<file path="config.mk">
export PLATFORM = sky130hd
export DESIGN_NAME = tlb_walk_ctrl
export DESIGN_NICKNAME = d
export VERILOG_FILES = /design/src/rtl/tlb_walk_ctrl_pkg.sv /design/src/rtl/tlb_rr_arb2.sv /design/src/rtl/tlb_walk_ctrl.sv
export SDC_FILE = /design/constraint.sdc
export NUM_CORES = 1
export LEC_CHECK = 0
export ABC_CLOCK_PERIOD_IN_PS = 11900
export CAP_MARGIN = 0
export CORE_AREA = 3 3 148 150
export DETAILED_ROUTE_END_ITERATION = 8
export DIE_AREA = 0 0 151 153
export PLACE_DENSITY = 0.77
export SLEW_MARGIN = 20
export SYNTH_ARGS = -nofsm -noshare
export SYNTH_HDL_FRONTEND = slang
export SYNTH_SLANG_ARGS = --single-unit
</file>
<file path="constraint.sdc">
create_clock -name clk -period 11.9 [get_ports clk]
set_input_delay 3.57 -clock clk [delete_from_list [all_inputs] [get_ports clk]]
set_output_delay 3.57 -clock clk [all_outputs]
set_load 0.01 [all_outputs]
</file>
<file path="src/rtl/tlb_walk_ctrl_pkg.sv">
// Shared types and constants for the TLB walk sequencer.
package tlb_walk_ctrl_pkg;

    localparam int unsigned VPN_W         = 20;
    localparam int unsigned PTE_W         = 24;
    localparam int unsigned PTE_VALID_BIT = 0;
    localparam int unsigned IDX_W         = 3;
    localparam int unsigned CNT_W         = 8;
    localparam int unsigned ADDR_W        = 32;

    typedef enum logic [2:0] {
        StIdle,
        StLookup,
        StResp,
        StWalkReq,
        StWalkWait,
        StRefill,
        StDone
    } state_e;

    typedef enum logic {
        SideIf  = 1'b0,
        SideMem = 1'b1
    } side_e;

    // Flat page table: one 32-bit word per VPN; the sum wraps at 32 bits.
    function automatic logic [ADDR_W-1:0] pte_addr(input logic [ADDR_W-1:0] base,
                                                   input logic [VPN_W-1:0]  vpn);
        return base + {{(ADDR_W - VPN_W - 2){1'b0}}, vpn, 2'b00};
    endfunction

endpackage

</file>
<file path="src/rtl/tlb_rr_arb2.sv">
// Two-way round-robin arbiter between IF and MEM requesters.
module tlb_rr_arb2
    import tlb_walk_ctrl_pkg::*;
(
    input  logic clk,
    input  logic clrn,
    input  logic en,
    input  logic req_if,
    input  logic req_mem,
    output logic gnt_if,
    output logic gnt_mem
);

    side_e rr_q;

    always_comb begin
        gnt_if  = 1'b0;
        gnt_mem = 1'b0;
        if (en) begin
            if (req_if && req_mem) begin
                gnt_if  = (rr_q == SideIf);
                gnt_mem = (rr_q == SideMem);
            end else begin
                gnt_if  = req_if;
                gnt_mem = req_mem;
            end
        end
    end

    // Favour the side that was not just served.
    always_ff @(posedge clk or negedge clrn) begin
        if (!clrn) begin
            rr_q <= SideIf;
        end else if (gnt_if) begin
            rr_q <= SideMem;
        end else if (gnt_mem) begin
            rr_q <= SideIf;
        end
    end

endmodule

</file>
<file path="src/rtl/tlb_walk_ctrl.sv">
// Shared-TLB sequencer: arbitrates IF/MEM lookups, walks a flat page table on miss,
// refills the TLB and services CP0 indexed writes between transactions.
module tlb_walk_ctrl
    import tlb_walk_ctrl_pkg::*;
#(
    parameter int unsigned TIMEOUT = 255
) (
    input  logic              clk,
    input  logic              clrn,
    input  logic              i_req,
    input  logic [VPN_W-1:0]  i_vpn,
    output logic              i_ack,
    output logic [PTE_W-1:0]  i_pte,
    output logic              i_fault,
    input  logic              d_req,
    input  logic [VPN_W-1:0]  d_vpn,
    output logic              d_ack,
    output logic [PTE_W-1:0]  d_pte,
    output logic              d_fault,
    input  logic              cp0_tlbwi,
    input  logic [IDX_W-1:0]  cp0_index,
    input  logic [VPN_W-1:0]  cp0_vpn,
    input  logic [PTE_W-1:0]  cp0_pte,
    output logic              cp0_busy,
    input  logic [ADDR_W-1:0] ptbr,
    output logic [VPN_W-1:0]  tlb_vpn,
    output logic [PTE_W-1:0]  tlb_pte_in,
    output logic              tlb_wi,
    output logic              tlb_wr,
    output logic [IDX_W-1:0]  tlb_index,
    input  logic              tlb_hit,
    input  logic [PTE_W-1:0]  tlb_pte,
    output logic              mem_req,
    output logic [ADDR_W-1:0] mem_addr,
    input  logic              mem_ack,
    input  logic [31:0]       mem_rdata
);

    state_e             state_q, state_d;
    side_e              side_q;
    logic [VPN_W-1:0]   vpn_q;
    logic [PTE_W-1:0]   pte_q;
    logic               fault_q;
    logic               ack_q;
    logic [CNT_W-1:0]   cnt_q;
    logic [CNT_W-1:0]   cnt_nxt;
    logic               timeout_hit;
    logic               cp0_pend_q;
    logic [IDX_W-1:0]   cp0_idx_q;
    logic [VPN_W-1:0]   cp0_vpn_q;
    logic [PTE_W-1:0]   cp0_pte_q;
    logic               arb_en;
    logic               gnt_if, gnt_mem;
    logic [PTE_W-1:0]   rd_pte;
    logic               unused_rdata;

    assign rd_pte       = mem_rdata[PTE_W-1:0];
    assign unused_rdata = ^mem_rdata[31:PTE_W];
    assign cnt_nxt      = cnt_q + CNT_W'(1);
    assign timeout_hit  = (cnt_nxt == CNT_W'(TIMEOUT));

    // No grant in the ack cycle: the requester still holds req until it sees ack.
    assign arb_en = (state_q == StIdle) && !cp0_pend_q && !ack_q;

    tlb_rr_arb2 u_arb (
        .clk     (clk),
        .clrn    (clrn),
        .en      (arb_en),
        .req_if  (i_req),
        .req_mem (d_req),
        .gnt_if  (gnt_if),
        .gnt_mem (gnt_mem)
    );

    always_ff @(posedge clk or negedge clrn) begin
        if (!clrn) begin
            state_q <= StIdle;
        end else begin
            state_q <= state_d;
        end
    end

    always_comb begin
        state_d = state_q;
        unique case (state_q)
            StIdle:     if (gnt_if || gnt_mem) state_d = StLookup;
            StLookup:   state_d = tlb_hit ? StResp : StWalkReq;
            StResp:     state_d = StIdle;
            StWalkReq:  state_d = StWalkWait;
            StWalkWait: begin
                if (mem_ack) begin
                    state_d = rd_pte[PTE_VALID_BIT] ? StRefill : StDone;
                end else if (timeout_hit) begin
                    state_d = StDone;
                end
            end
            StRefill:   state_d = StDone;
            StDone:     state_d = StIdle;
            default:    state_d = StIdle;
        endcase
    end

    always_ff @(posedge clk or negedge clrn) begin
        if (!clrn) begin
            side_q     <= SideIf;
            vpn_q      <= '0;
            pte_q      <= '0;
            fault_q    <= 1'b0;
            ack_q      <= 1'b0;
            cnt_q      <= '0;
            cp0_pend_q <= 1'b0;
            cp0_idx_q  <= '0;
            cp0_vpn_q  <= '0;
            cp0_pte_q  <= '0;
        end else begin
            ack_q <= 1'b0;
            if (cp0_tlbwi && !cp0_pend_q) begin
                cp0_pend_q <= 1'b1;
                cp0_idx_q  <= cp0_index;
                cp0_vpn_q  <= cp0_vpn;
                cp0_pte_q  <= cp0_pte;
            end else if (state_q == StIdle && cp0_pend_q) begin
                cp0_pend_q <= 1'b0;
            end
            unique case (state_q)
                StIdle: begin
                    if (gnt_if) begin
                        side_q <= SideIf;
                        vpn_q  <= i_vpn;
                    end else if (gnt_mem) begin
                        side_q <= SideMem;
                        vpn_q  <= d_vpn;
                    end
                end
                StResp: begin
                    pte_q   <= tlb_pte;
                    fault_q <= ~tlb_pte[PTE_VALID_BIT];
                    ack_q   <= 1'b1;
                end
                StWalkReq: cnt_q <= '0;
                StWalkWait: begin
                    cnt_q <= cnt_nxt;
                    if (mem_ack) begin
                        pte_q   <= rd_pte;
                        fault_q <= ~rd_pte[PTE_VALID_BIT];
                    end else if (timeout_hit) begin
                        pte_q   <= '0;
                        fault_q <= 1'b1;
                    end
                end
                StDone:  ack_q <= 1'b1;
                default: ;
            endcase
        end
    end

    always_comb begin
        tlb_vpn    = '0;
        tlb_pte_in = '0;
        tlb_wi     = 1'b0;
        tlb_wr     = 1'b0;
        tlb_index  = '0;
        mem_req    = 1'b0;
        mem_addr   = '0;
        unique case (state_q)
            StIdle: begin
                if (cp0_pend_q) begin
                    tlb_wi     = 1'b1;
                    tlb_index  = cp0_idx_q;
                    tlb_vpn    = cp0_vpn_q;
                    tlb_pte_in = cp0_pte_q;
                end
            end
            StLookup: tlb_vpn = vpn_q;
            StWalkReq, StWalkWait: begin
                mem_req  = 1'b1;
                mem_addr = pte_addr(ptbr, vpn_q);
            end
            StRefill: begin
                tlb_wr     = 1'b1;
                tlb_vpn    = vpn_q;
                tlb_pte_in = pte_q;
            end
            default: ;
        endcase
        cp0_busy = cp0_pend_q;
        i_ack    = ack_q && (side_q == SideIf);
        d_ack    = ack_q && (side_q == SideMem);
        i_pte    = i_ack ? pte_q : '0;
        d_pte    = d_ack ? pte_q : '0;
        i_fault  = i_ack && fault_q;
        d_fault  = d_ack && fault_q;
    end

endmodule

</file>
==> impl_metrics.yaml <==
global_route:
  grt_usage_pct: 21.4
  grt-ovfl-total: 0
  grt_pass1_wl_mm: 38.8
  grt_max_degree: 66
  use_met2_pct: 37.4
  busiest_layer: "met2"
  met3_usage_pct: 4.27
  grt_pass1_vias: 7143
  antenna_found_initial: 0
  met1_usage_pct: 26.1
layout:
  fin_cells: 1333
  final_common_cell: "clkdlybuf4s50_1"
  multi_input_area_sq_um: 4240
  drive_gt1_share_pct: 10.8
  nets: 1258
  n_fill_cell: 1906
  seq_area_sq_um: 2680
  diodes: 0
  area_delta_synth_final_pct: 50.3
  mostFrequentLayoutCells: "clkdlybuf4s50_1 (307), nand2_1 (120), dfrtp_1 (107), mux2_2 (52), a22o_1 (45)"
clock_network:
  cts_sinks: 107
  cts_buffers: 9
  ctsHoldBuffers: 0
  ctsLongestPathBuffers: 2
  root_buffer: "clkbuf_16"
  postCtsSetupBuffers: 0
  htree_levels: 3
  post_cts_resized: 0
  clkTransAtPathRegs_ps: 70
  cts_tree: "built"
  clkLatencyLatePin_ps: 350
timing:
  rsz0062_at_grt: "false"
  tightest_slew_ps: 842
  fin_ws_ps: 1610
  period_needed_ps: 10290
  finalHoldViolCount: 0
  clock.fmax_ghz: 0.0972
  clock_skew_ps: 11.6
  maxSlewHeadroom_pct: 43.8
  post-route-period-util_pct: 86.5
  final_max_slew_viol_count: 0
  fin_tns_setup_ps: 0
  setup_viol: 0
critical_path:
  worstPathRequired_ps: 8330
  cp_max_fo: 6
  cp_common_cell: "clkdlybuf4s50_1"
  critical_path_class: "primary input to output pin"
  start_kind: "primary input"
  critical-path-slowest-cell: "clkdlybuf4s50_1"
  crit_family: "compound AO/OA/AOI/OAI gates"
  crit_chain: "clkdlybuf4s50_1, ha_1, inv_1, fa_1, nor2b_1, o21ba_2, o31ai_1, a21oi_1, o311ai_0, clkdlybuf4s50_1"
  cpPeakStageDelay_ps: 600
  cp-end-kind: "output pin"
  cp_data_arrival_time_ps: 6720
  path_buf_inv: 3
floorplanning:
  die_area_sq_um: 23100
  dieWidth_microns: 151
  core.rowCount: 53
  dieHeight_microns: 153
  io_pins: 317
  core_area_sq_um: 20800
  start_util_pct: 34.5
place:
  dpl.hpwl_mm: 18.7
  gp_congestion: 0.863
  port_buffers: 308
  placedCellCount: 1317
  post-place-ws_ps: 1600
logic_synthesis:
  synth_cell_types: 61
  ys_ff_latch: 107
  seq_area_frac_synth_pct: 37.3
  synth_edf_count: 0
  netlist_area_sq_um: 7170
  async_reset_ff_share_pct: 100
  synth_warnings: 0
  synth_area_per_cell_sq_um: 9.21
  syn_inst: 779
  syn_nets: 984
  synth-main-ff-cell: "dfrtp_1"
power:
  cell_internal_pwr_mw: 1.49
  power_mw: 2.50
  power_density_nw_per_um2: 232
  seq_power_share_pct: 28.8
  vdd.ir_drop.worst_v: 0.000117
  power.share.switching_pct: 40.4
  clockPowerShare_pct: 13.1
  combPwrFrac_pct: 58.0
  p_leak_nw: 4.61
  switching_power_mw: 1.01
route:
  vias: 7022
  wl_per_cell_microns: 19.1
  drt-initial-drc-count: 375
  ant_nets: 0
  vias_per_cell: 5.27
  firstDrtPassIters: 5
  drc_errors: 0
  wl_mm: 25.4
min_path:
  hp-class: "register to register"
run_status:
  status: "finished clean"
job:
  cap_violations: 0
[sequential cells by signal, summed over array words and instances, names as in the netlist]
register	count
vpn_q	20
cp0_pte_q	24
ack_q	1
side_q	1
state_q	3
cnt_q	8
cp0_idx_q	3
u_arb.rr_q	1
cp0_vpn_q	20
pte_q	24
fault_q	1
cp0_busy	1
[cells in the mapped netlist (all sizes together) (2+ instances only)]
master	n	share of area, %
nand3	12	0.84
a21oi	18	1.3
xnor2	7	1.1
a22oi	17	1.8
a21boi	2	0.21
a41o	2	0.28
a211oi	7	0.91
o21bai	5	0.52
and2	38	3.3
nand4	5	0.44
nor2b	8	0.70
xor2	4	0.49
a31oi	8	0.70
a22o	45	5.5
o31ai	5	0.52
o21ai	44	3.1
nor3b	4	0.42
or2	3	0.26
nor4b	2	0.24
mux2i	6	0.84
o21a	11	1.2
nand2b	7	0.72
nor4	5	0.65
mux2	70	12
a311oi	3	0.37
ha	22	3.8
clkbuf	41	2.1
nor2	36	1.9
dfrtp	107	37
or3	4	0.35
and3	36	3.2
nand2	120	6.3
buf	15	1.3
a21o	8	0.84
nor3	24	1.7
o211ai	6	0.63
inv	10	0.52
[cells by family after synthesis]
logic type / Yosys count / share of synthesized area [%]
compound gates: 190 / 19.0
mux: 76 / 12.8
flops: 107 / 37.3
buf+inv: 66 / 3.96
xor+xnor: 11 / 1.60
simple gates: 306 / 21.3
fa+ha+maj: 23 / 4.12
[worst paths after layout]
| check | startpoint | endpoint | slack (ps) | depth (start not counted) |
|---|---|---|---|---|
| setup / recovery | ptbr[2] | mem_addr[28] | 1610 | 10 |
| hold / removal | u_arb.rr_q$_DFFE_PN0P_ | u_arb.rr_q$_DFFE_PN0P_ | 480 | 1 |
| setup reg to reg | state_q[1]$_DFFE_PN0P_ | pte_q[1]$_DFFE_PN0P_ | 9220 | 7 |
| hold reg to reg | u_arb.rr_q$_DFFE_PN0P_ | u_arb.rr_q$_DFFE_PN0P_ | 480 | 1 |
| max in group asynchronous | clrn | pte_q[4]$_DFFE_PN0P_ | 7390 | 2 |
| min in group asynchronous | clrn | cp0_vpn_q[16]$_DFFE_PN0P_ | 3240 | 1 |
[worst register-to-register path, delay by kind of cell, from the launching register on]
family	cells	cell delay, ps
AND/OR/NAND/NOR	3	470
multiplexers	1	420
AO/OA/AOI/OAI	1	220
flip-flops	1	590
buffers and inverters	2	880
[power by group through the flow]
stage / Sequential, mW / Combinational, mW / Clock [mW]
after floorplan: 0.634 / 0.903 / 0
after global placement: 0.718 / 1.42 / 0
after detailed placement: 0.727 / 1.45 / 0
after CTS: 0.721 / 1.46 / 0.336
after global routing: 0.749 / 1.57 / 0.351
final: 0.721 / 1.45 / 0.328
[per-stage QoR]
step	instance area, sq um	hold WS, ps	util [%]
after detailed placement	10500	466	50.2
after CTS	10800	483	51.7
final	10800	480	51.8
after floorplan	7170	445	-
after global placement	10500	460	50.2
after global routing	10800	494	51.8
[per-layer routing]
| layer | up-vias | wire length (microns) |
|---|---|---|
| li1 | 3359 | - |
| met1 | 3350 | 10300 |
| met2 | 277 | 12600 |
| met3 | 36 | 1830 |
| met4 | 0 | 662 |
| met5 | - | 0 |
[cell type report]
class	count	share of cell area [%]
inverters	10	0.348
flip-flops and latches	107	24.8
multi-input cells	606	39.3
clock buffers	12	2.29
repair buffers	319	29.3
well taps	275	3.19
clock inverters	4	0.685
(Power assumes the default switching activity.)
